**config.mk**
```make
export PLATFORM = sky130hd
export DESIGN_NAME = controlador_taps_filtro
export DESIGN_NICKNAME = d
export VERILOG_FILES = /design/src/rtl/controlador_taps_filtro_pkg.sv /design/src/rtl/registro_desplazador_carga.sv /design/src/rtl/controlador_taps_filtro.sv
export SDC_FILE = /design/constraint.sdc
export NUM_CORES = 1
export LEC_CHECK = 0
export CAP_MARGIN = 20
export CORE_MARGIN = 1.5
export CORE_UTILIZATION = 35
export CTS_BUF_LIST = sky130_fd_sc_hd__clkbuf_16
export CTS_CLUSTER_DIAMETER = 80
export CTS_CLUSTER_SIZE = 12
export DETAILED_ROUTE_END_ITERATION = 16
export PLACE_DENSITY = 0.65
export SYNTH_ARGS = -nofsm -noshare
export SYNTH_HDL_FRONTEND = slang
export SYNTH_SLANG_ARGS = --single-unit
```
**constraint.sdc**
```tcl
create_clock -name clk -period 1.4 [get_ports clk]
set_clock_uncertainty 0.05 [all_clocks]
set_input_delay 0.28 -clock clk [delete_from_list [all_inputs] [get_ports clk]]
set_output_delay 0.28 -clock clk [all_outputs]
set_load 0.01 [all_outputs]
```
**src/rtl/controlador_taps_filtro_pkg.sv**
```systemverilog
// rtl/controlador_taps_filtro_pkg.sv - state encodings shared by the filter tap controllers
package controlador_taps_filtro_pkg;

    localparam int BITS_ESTADO = 2;

    typedef enum logic [BITS_ESTADO-1:0] {
        EST_REPOSO   = 2'd0,
        EST_LIMPIAR  = 2'd1,
        EST_ACUMULAR = 2'd2,
        EST_FIN      = 2'd3
    } estado_t;

endpackage

```
**src/rtl/registro_desplazador_carga.sv**
```systemverilog
// rtl/registro_desplazador_carga.sv - one-hot left shifter with synchronous load and reset
//
// Ports:
//   clk        - clock, rising edge
//   reset      - synchronous active-high reset, loads INICIO_REG
//   cargar     - synchronous load of INICIO_REG (has priority over desplazar)
//   desplazar  - shift left by one position
//   datos      - register contents
module registro_desplazador_carga #(
    parameter int                    BITS_DATOS = 5,
    parameter logic [BITS_DATOS-1:0] INICIO_REG = 1
) (
    input  logic                  clk,
    input  logic                  reset,
    input  logic                  cargar,
    input  logic                  desplazar,
    output logic [BITS_DATOS-1:0] datos
);

    always_ff @(posedge clk) begin
        if (reset || cargar) begin
            datos <= INICIO_REG;
        end else if (desplazar) begin
            datos <= {datos[BITS_DATOS-2:0], 1'b0};
        end
    end

endmodule

```
**src/rtl/controlador_taps_filtro.sv**
```systemverilog
// rtl/controlador_taps_filtro.sv - sequencer for one filter output (clear, then one MAC per tap)
//
// Ports:
//   clk, reset          - clock and synchronous active-high reset
//   iniciar             - start request, only looked at in REPOSO
//   detener             - datapath stall, only acts in ACUMULAR
//   seleccion_tap       - one-hot tap select for coefficient/sample muxes
//   indice_tap          - binary index of the active tap
//   limpiar_acumulador  - MAC accumulator clear (LIMPIAR)
//   habilitar_mac       - MAC accumulate enable (ACUMULAR and not stalled)
//   ocupado             - high outside REPOSO
//   terminado           - single-cycle completion pulse (FIN)
module controlador_taps_filtro
    import controlador_taps_filtro_pkg::*;
#(
    parameter int NUM_TAPS    = 5,
    parameter int BITS_INDICE = 3
) (
    input  logic                   clk,
    input  logic                   reset,
    input  logic                   iniciar,
    input  logic                   detener,
    output logic [NUM_TAPS-1:0]    seleccion_tap,
    output logic [BITS_INDICE-1:0] indice_tap,
    output logic                   limpiar_acumulador,
    output logic                   habilitar_mac,
    output logic                   ocupado,
    output logic                   terminado
);

    localparam logic [BITS_INDICE-1:0] ULTIMO_TAP = BITS_INDICE'(NUM_TAPS - 1);

    estado_t estado, estado_sig;

    logic avance;      // non-stalled accumulate cycle
    logic ultimo_tap;
    logic cargar_sel;
    logic desplazar_sel;

    assign avance     = (estado == EST_ACUMULAR) && !detener;
    assign ultimo_tap = (indice_tap == ULTIMO_TAP);

    // The select is reloaded both on entry (LIMPIAR) and on leaving the last
    // tap, so it rests at bit 0 while idle and never shifts out to zero.
    assign cargar_sel    = (estado == EST_LIMPIAR) || (avance && ultimo_tap);
    assign desplazar_sel = avance && !ultimo_tap;

    always_ff @(posedge clk) begin
        if (reset) begin
            estado <= EST_REPOSO;
        end else begin
            estado <= estado_sig;
        end
    end

    always_comb begin
        estado_sig = estado;
        case (estado)
            EST_REPOSO:   if (iniciar) estado_sig = EST_LIMPIAR;
            EST_LIMPIAR:  estado_sig = EST_ACUMULAR;
            EST_ACUMULAR: if (avance && ultimo_tap) estado_sig = EST_FIN;
            EST_FIN:      estado_sig = EST_REPOSO;
            default:      estado_sig = EST_REPOSO;
        endcase
    end

    always_comb begin
        limpiar_acumulador = (estado == EST_LIMPIAR);
        habilitar_mac      = avance;
        ocupado            = (estado != EST_REPOSO);
        terminado          = (estado == EST_FIN);
    end

    // Index counter tracks the shifter so seleccion_tap == 1 << indice_tap.
    always_ff @(posedge clk) begin
        if (reset || cargar_sel) begin
            indice_tap <= '0;
        end else if (desplazar_sel) begin
            indice_tap <= indice_tap + 1'b1;
        end
    end

    registro_desplazador_carga #(
        .BITS_DATOS (NUM_TAPS),
        .INICIO_REG (NUM_TAPS'(1))
    ) u_registro_seleccion (
        .clk       (clk),
        .reset     (reset),
        .cargar    (cargar_sel),
        .desplazar (desplazar_sel),
        .datos     (seleccion_tap)
    );

endmodule

```
Yosys cells after proc, flatten, opt, wreduce, memory -nomap -nowiden
Cells that the tools add are included.
- register bits after elaboration: 10
- bits of input ports: 4
- output and inout port bits: 12
- logic and storage cells: 23
- $add $sub $neg: 1
- equality and inequality tests: 6
- muxes and demuxes: 3
- reduce and logical (&&, ||, !) cells: 10
- operators by type and width (operator ; number):
    2-bit case mux with 4 select lines ; 1
    2-bit equality test (second input constant) ; 2
    2-bit 2-to-1 mux ; 2
    3-bit by 1-bit adder with 3-bit output (second input constant) ; 1
    3-bit equality test (second input constant) ; 1
    1-bit logical AND ; 3
    2-bit by 1-bit equality test with 1-bit output (second input constant) ; 1
    1-bit logical NOT ; 2
    2-bit logical NOT ; 1
    1-bit logical OR ; 2
    2-bit by 1-bit inequality test with 1-bit output (second input constant) ; 1
    2-bit inequality test (second input constant) ; 1
    2-bit AND reduction ; 1
    2-bit nonzero test ; 1

Depth between registers and ports, before layout
- depth in word-level cells: 5
- gate-level depth with buffers: 7
- mapped depth without buffers: 6

Cells and area by module
Synthesis repeated with hierarchy kept, for this count alone.
- cells, all modules: 57
- area, all modules: 528.0 um^2
- by module, submodules not included (module ; instances ; cells an instance ; area an instance (um^2) ; seq. area each (um^2)):
    controlador_taps_filtro ; 1 ; 40 ; 344.1 ; 100.1
    registro_desplazador_carga ; 1 ; 17 ; 183.9 ; 100.1

Worst setup path before layout
OpenSTA, ideal clock, no wires.
- kind: flip-flop to flip-flop
- start point: reg estado[0]
- end point: reg indice_tap[2]
- setup time: 0.073 ns
- arrival time: 1.216 ns
- data required time: 1.277 ns
- path slack: 0.061 ns
- cell stages (with the launch flop): 8
- path buffers: 1
- period minus slack after synthesis: 1.339 ns
- cell sequence: dfxtp_1 > inv_1 > ha_1 > nand2b_1 > buf_6 > inv_6 > and4b_1 > nor3_2
- longest elaborated chain between the ends: 5
- elaborated cells on any way between the ends: 7
- those cells by class: eq/ne (2); reduce/logical (5)
- RTL lines (item ; RTL line ; RTL):
    start, declared ; controlador_taps_filtro.sv:33 ; estado_t estado, estado_sig;
    start signal, assigned ; controlador_taps_filtro.sv:52 ; estado <= estado_sig;
    2-bit equality test * ; controlador_taps_filtro.sv:40 ; assign avance = (estado == EST_ACUMULAR) && !detener;
    1-bit logical AND * ; controlador_taps_filtro.sv:40 ;
    via habilitar_mac ; controlador_taps_filtro.sv:26 ; output logic habilitar_mac,
    1-bit logical AND ; controlador_taps_filtro.sv:45 ; assign cargar_sel = (estado == EST_LIMPIAR) || (avance && ultimo_tap);
    1-bit logical OR ; controlador_taps_filtro.sv:45 ;
    1-bit logical OR ; controlador_taps_filtro.sv:76 ; if (reset || cargar_sel) begin
    end signal, assigned ; controlador_taps_filtro.sv:79 ; indice_tap <= indice_tap + 1'b1;
    end, declared ; controlador_taps_filtro.sv:24 ; output logic [BITS_INDICE-1:0] indice_tap,
Mark *: on every way through the listed nets, which the timed path passes. The rest lies on a longest branch.
A chain may end at the register's enable or synchronous reset.

Final worst setup path
- start point: reg estado[0]
- end point: out limpiar_acumulador
- longest elaborated chain between the ends: 1
- RTL lines (item ; RTL line ; RTL):
    2-bit by 1-bit equality test with 1-bit output ; controlador_taps_filtro.sv:68 ; limpiar_acumulador = (estado == EST_LIMPIAR);
    end, declared ; controlador_taps_filtro.sv:25 ; output logic limpiar_acumulador,
No other way between the ends.

==> metrics <==
status=finished clean; clock slew at reported path FFs=0.04 ns; full die area=0.00174 mm2; global-route wire length before repair=1.90 mm; cell with the most instances after synthesis=dfxtp_1; area share of the largest cell type after synthesis=38.1%; largest family of logic cells by synthesized area=compound AO/OA/AOI/OAI gates; Starting Density=38.9%; Avg Inst Size Synth=9.22 um2; Yosys cell types=20; final hold violations=0; Compound-Gate Fraction of Synth Area=21.0%; Core Box Area=0.00135 mm2; VDD IR max=1.30 mV; Final #Nets=93; dominant synthesized flop cell=dfxtp_1; Die X-Extent=41.8 um; final period utilization=98.1%; Yosys reg bits=10; Final Max Slew Viols=0; Clock Path Buffers=2; Mapped Nets=67; final hold slack=0.426 ns; share of layout cells above drive strength 1=35.8%; drt first pass iters=4; # placed instances=93; post-synthesis mux area share=1.90%; All-Layer GR Usage=15.4%; Post-Syn Area=526 um2; # setup viols final=0; top post-synthesis cells by area=dfxtp_1 38%, ha_1 14%, a21oi_1 6.7%, nand3_1 4.8%, o21ai_0 4.8%; largest area contributor in the netlist=dfxtp_1; delay-heaviest family, CP=flip-flops; Slowest cell on crit path=dfxtp_2; hpwl dp=799 um; Synth Area in XOR/XNOR=0%; total congestion overflow=0; # IOs=16; Post-synth top cells=10 x dfxtp_1, 7 x a21oi_1, 6 x ha_1, 6 x inv_1; number of global-route vias before repair=411; final instance area=828 um2; initial antenna violation count=0; Die Height=41.8 um; final wirelength=1.21 mm; crit path kind=reg2out; PwrDens=1790 mW/mm2; clock sinks=10; Synthesis Warnings=0; vias=461; Least-Margin Pin Slew=0.281 ns; MaxCap Viol Count=0; I/O Buffers=15; Period minus WS final=1.37 ns; # hold bufs at CTS=0; DRC viols=0; Simple-Gate Fraction of Synth Area=16.7%; Sum Neg Setup Slack=0 ns; CTS tree=yes; Setup WS post-layout=0.0271 ns; post-route ant nets=0; row count=13; ANT cells=0; Hold Path Class=reg2reg; crit path buf inv count=2; Cells after Synth=57; CP Cell Sequence=buf_4 > ha_1 > buf_2; fin cells=96; Post-synth EDFFs=0; Layout area overhead=57.6%; max_slew headroom=81.2%; Pleak=0.385 nW; sequential cell area fraction in the yosys report=38.1%; CP arrival=1.04 ns; worst skew pair latency=0.24 ns; H-tree depth=1; crit path capture type=output port; fmax=728 MHz; RSZ-0062 raised after global routing=true; WL/cell=12.6 um; post-synthesis adder-cell area fraction=14.3%; fraction of registers with async set/reset=0%; average via count per standard cell=4.80; largest net degree at the start of global routing=9; Finished Core Util=61.4%; Initial DRC Count=13; gpl congestion=0.813; CTS root buffer=clkbuf_16; CTS buffer count=3; startpoint types=flop; slowest stage delay, CP=0.32 ns; Placed Area=736 um2; pre-CTS setup slack=-0.438 ns; CP Max Fanout=3; CP Data Required Time=1.07 ns; Design Power=1.48 mW
[placed cells by master (no fill, tap or decap), types with 2 or more instances in the layout]
master           count
a21oi_1              6
buf_2                4
buf_4                7
clkbuf_16            3
clkdlybuf4s50_1      2
dfxtp_1              8
dlygate4sd2_1        8
ha_1                 4
inv_1                5
nand2_1              4
nand3_1              5
o21ai_1              4
[per-layer routing]
| layer | vias to the layer above | wire length (um) | GRT usage (%) |
|---|---|---|---|
| li1 | 246 | - | - |
| met3 | 2 | 45 | 6.52 |
| met5 | - | 0 | 0 |
| met1 | 204 | 530 | 18.1 |
| met4 | 0 | 19 | 9.68 |
| met2 | 9 | 616 | 22.8 |
[worst paths after layout]
check / slack, ns / depth (start not counted) / startpoint / end
setup / recovery: 0.03 / 3 / estado[0] / limpiar_acumulador
hold / removal: 0.43 / 2 / u_registro_seleccion.datos[1] / u_registro_seleccion.datos[2]
setup reg to reg: 0.03 / 6 / estado[0] / u_registro_seleccion.datos[0]
hold reg to reg: 0.43 / 2 / u_registro_seleccion.datos[1] / u_registro_seleccion.datos[2]
[logic make-up after synthesis]
kind of cell | Yosys count
buffers and inverters | 8
AND/OR/NAND/NOR | 16
flip-flops | 10
AO/OA/AOI/OAI | 16
adder cells (fa/ha/maj) | 6
multiplexers | 1
[final cells by class]
class                   count  area, um2
fillers                   120        522
clock buffers               3       75.1
repair buffers             22        175
flip-flops and latches     10        205
well taps                  15       18.8
multi-input cells          39        323
inverters                   7       31.3
[worst register-to-register path: stages, from the launching register on]
cell     delay [ns]
dfxtp_2        0.32
buf_4          0.14
ha_1           0.20
buf_4          0.15
nor2_4         0.12
o21ai_4        0.11
a21o_1         0.16
[flip-flops by register name, summed over array words and instances, names as in the netlist]
register,flops
u_registro_seleccion.datos,5
indice_tap,3
estado,2
[report_power, final]
part	switching (mW)	leakage (nW)	internal (mW)
sequential	0.0401	0.0821	0.342
clock	0.128	0.0370	0.370
combinational	0.295	0.266	0.309
total	0.464	0.385	1.02
[repair_timing]
| item | CTS | global route |
|---|---|---|
| gates resized for setup | 31 | 12 |
| setup endpoints to repair | 16 | 11 |
| setup buffers | 1 | 0 |
| pin swaps | 3 | 1 |
Note: power is estimated with default switching activity, not from simulation.
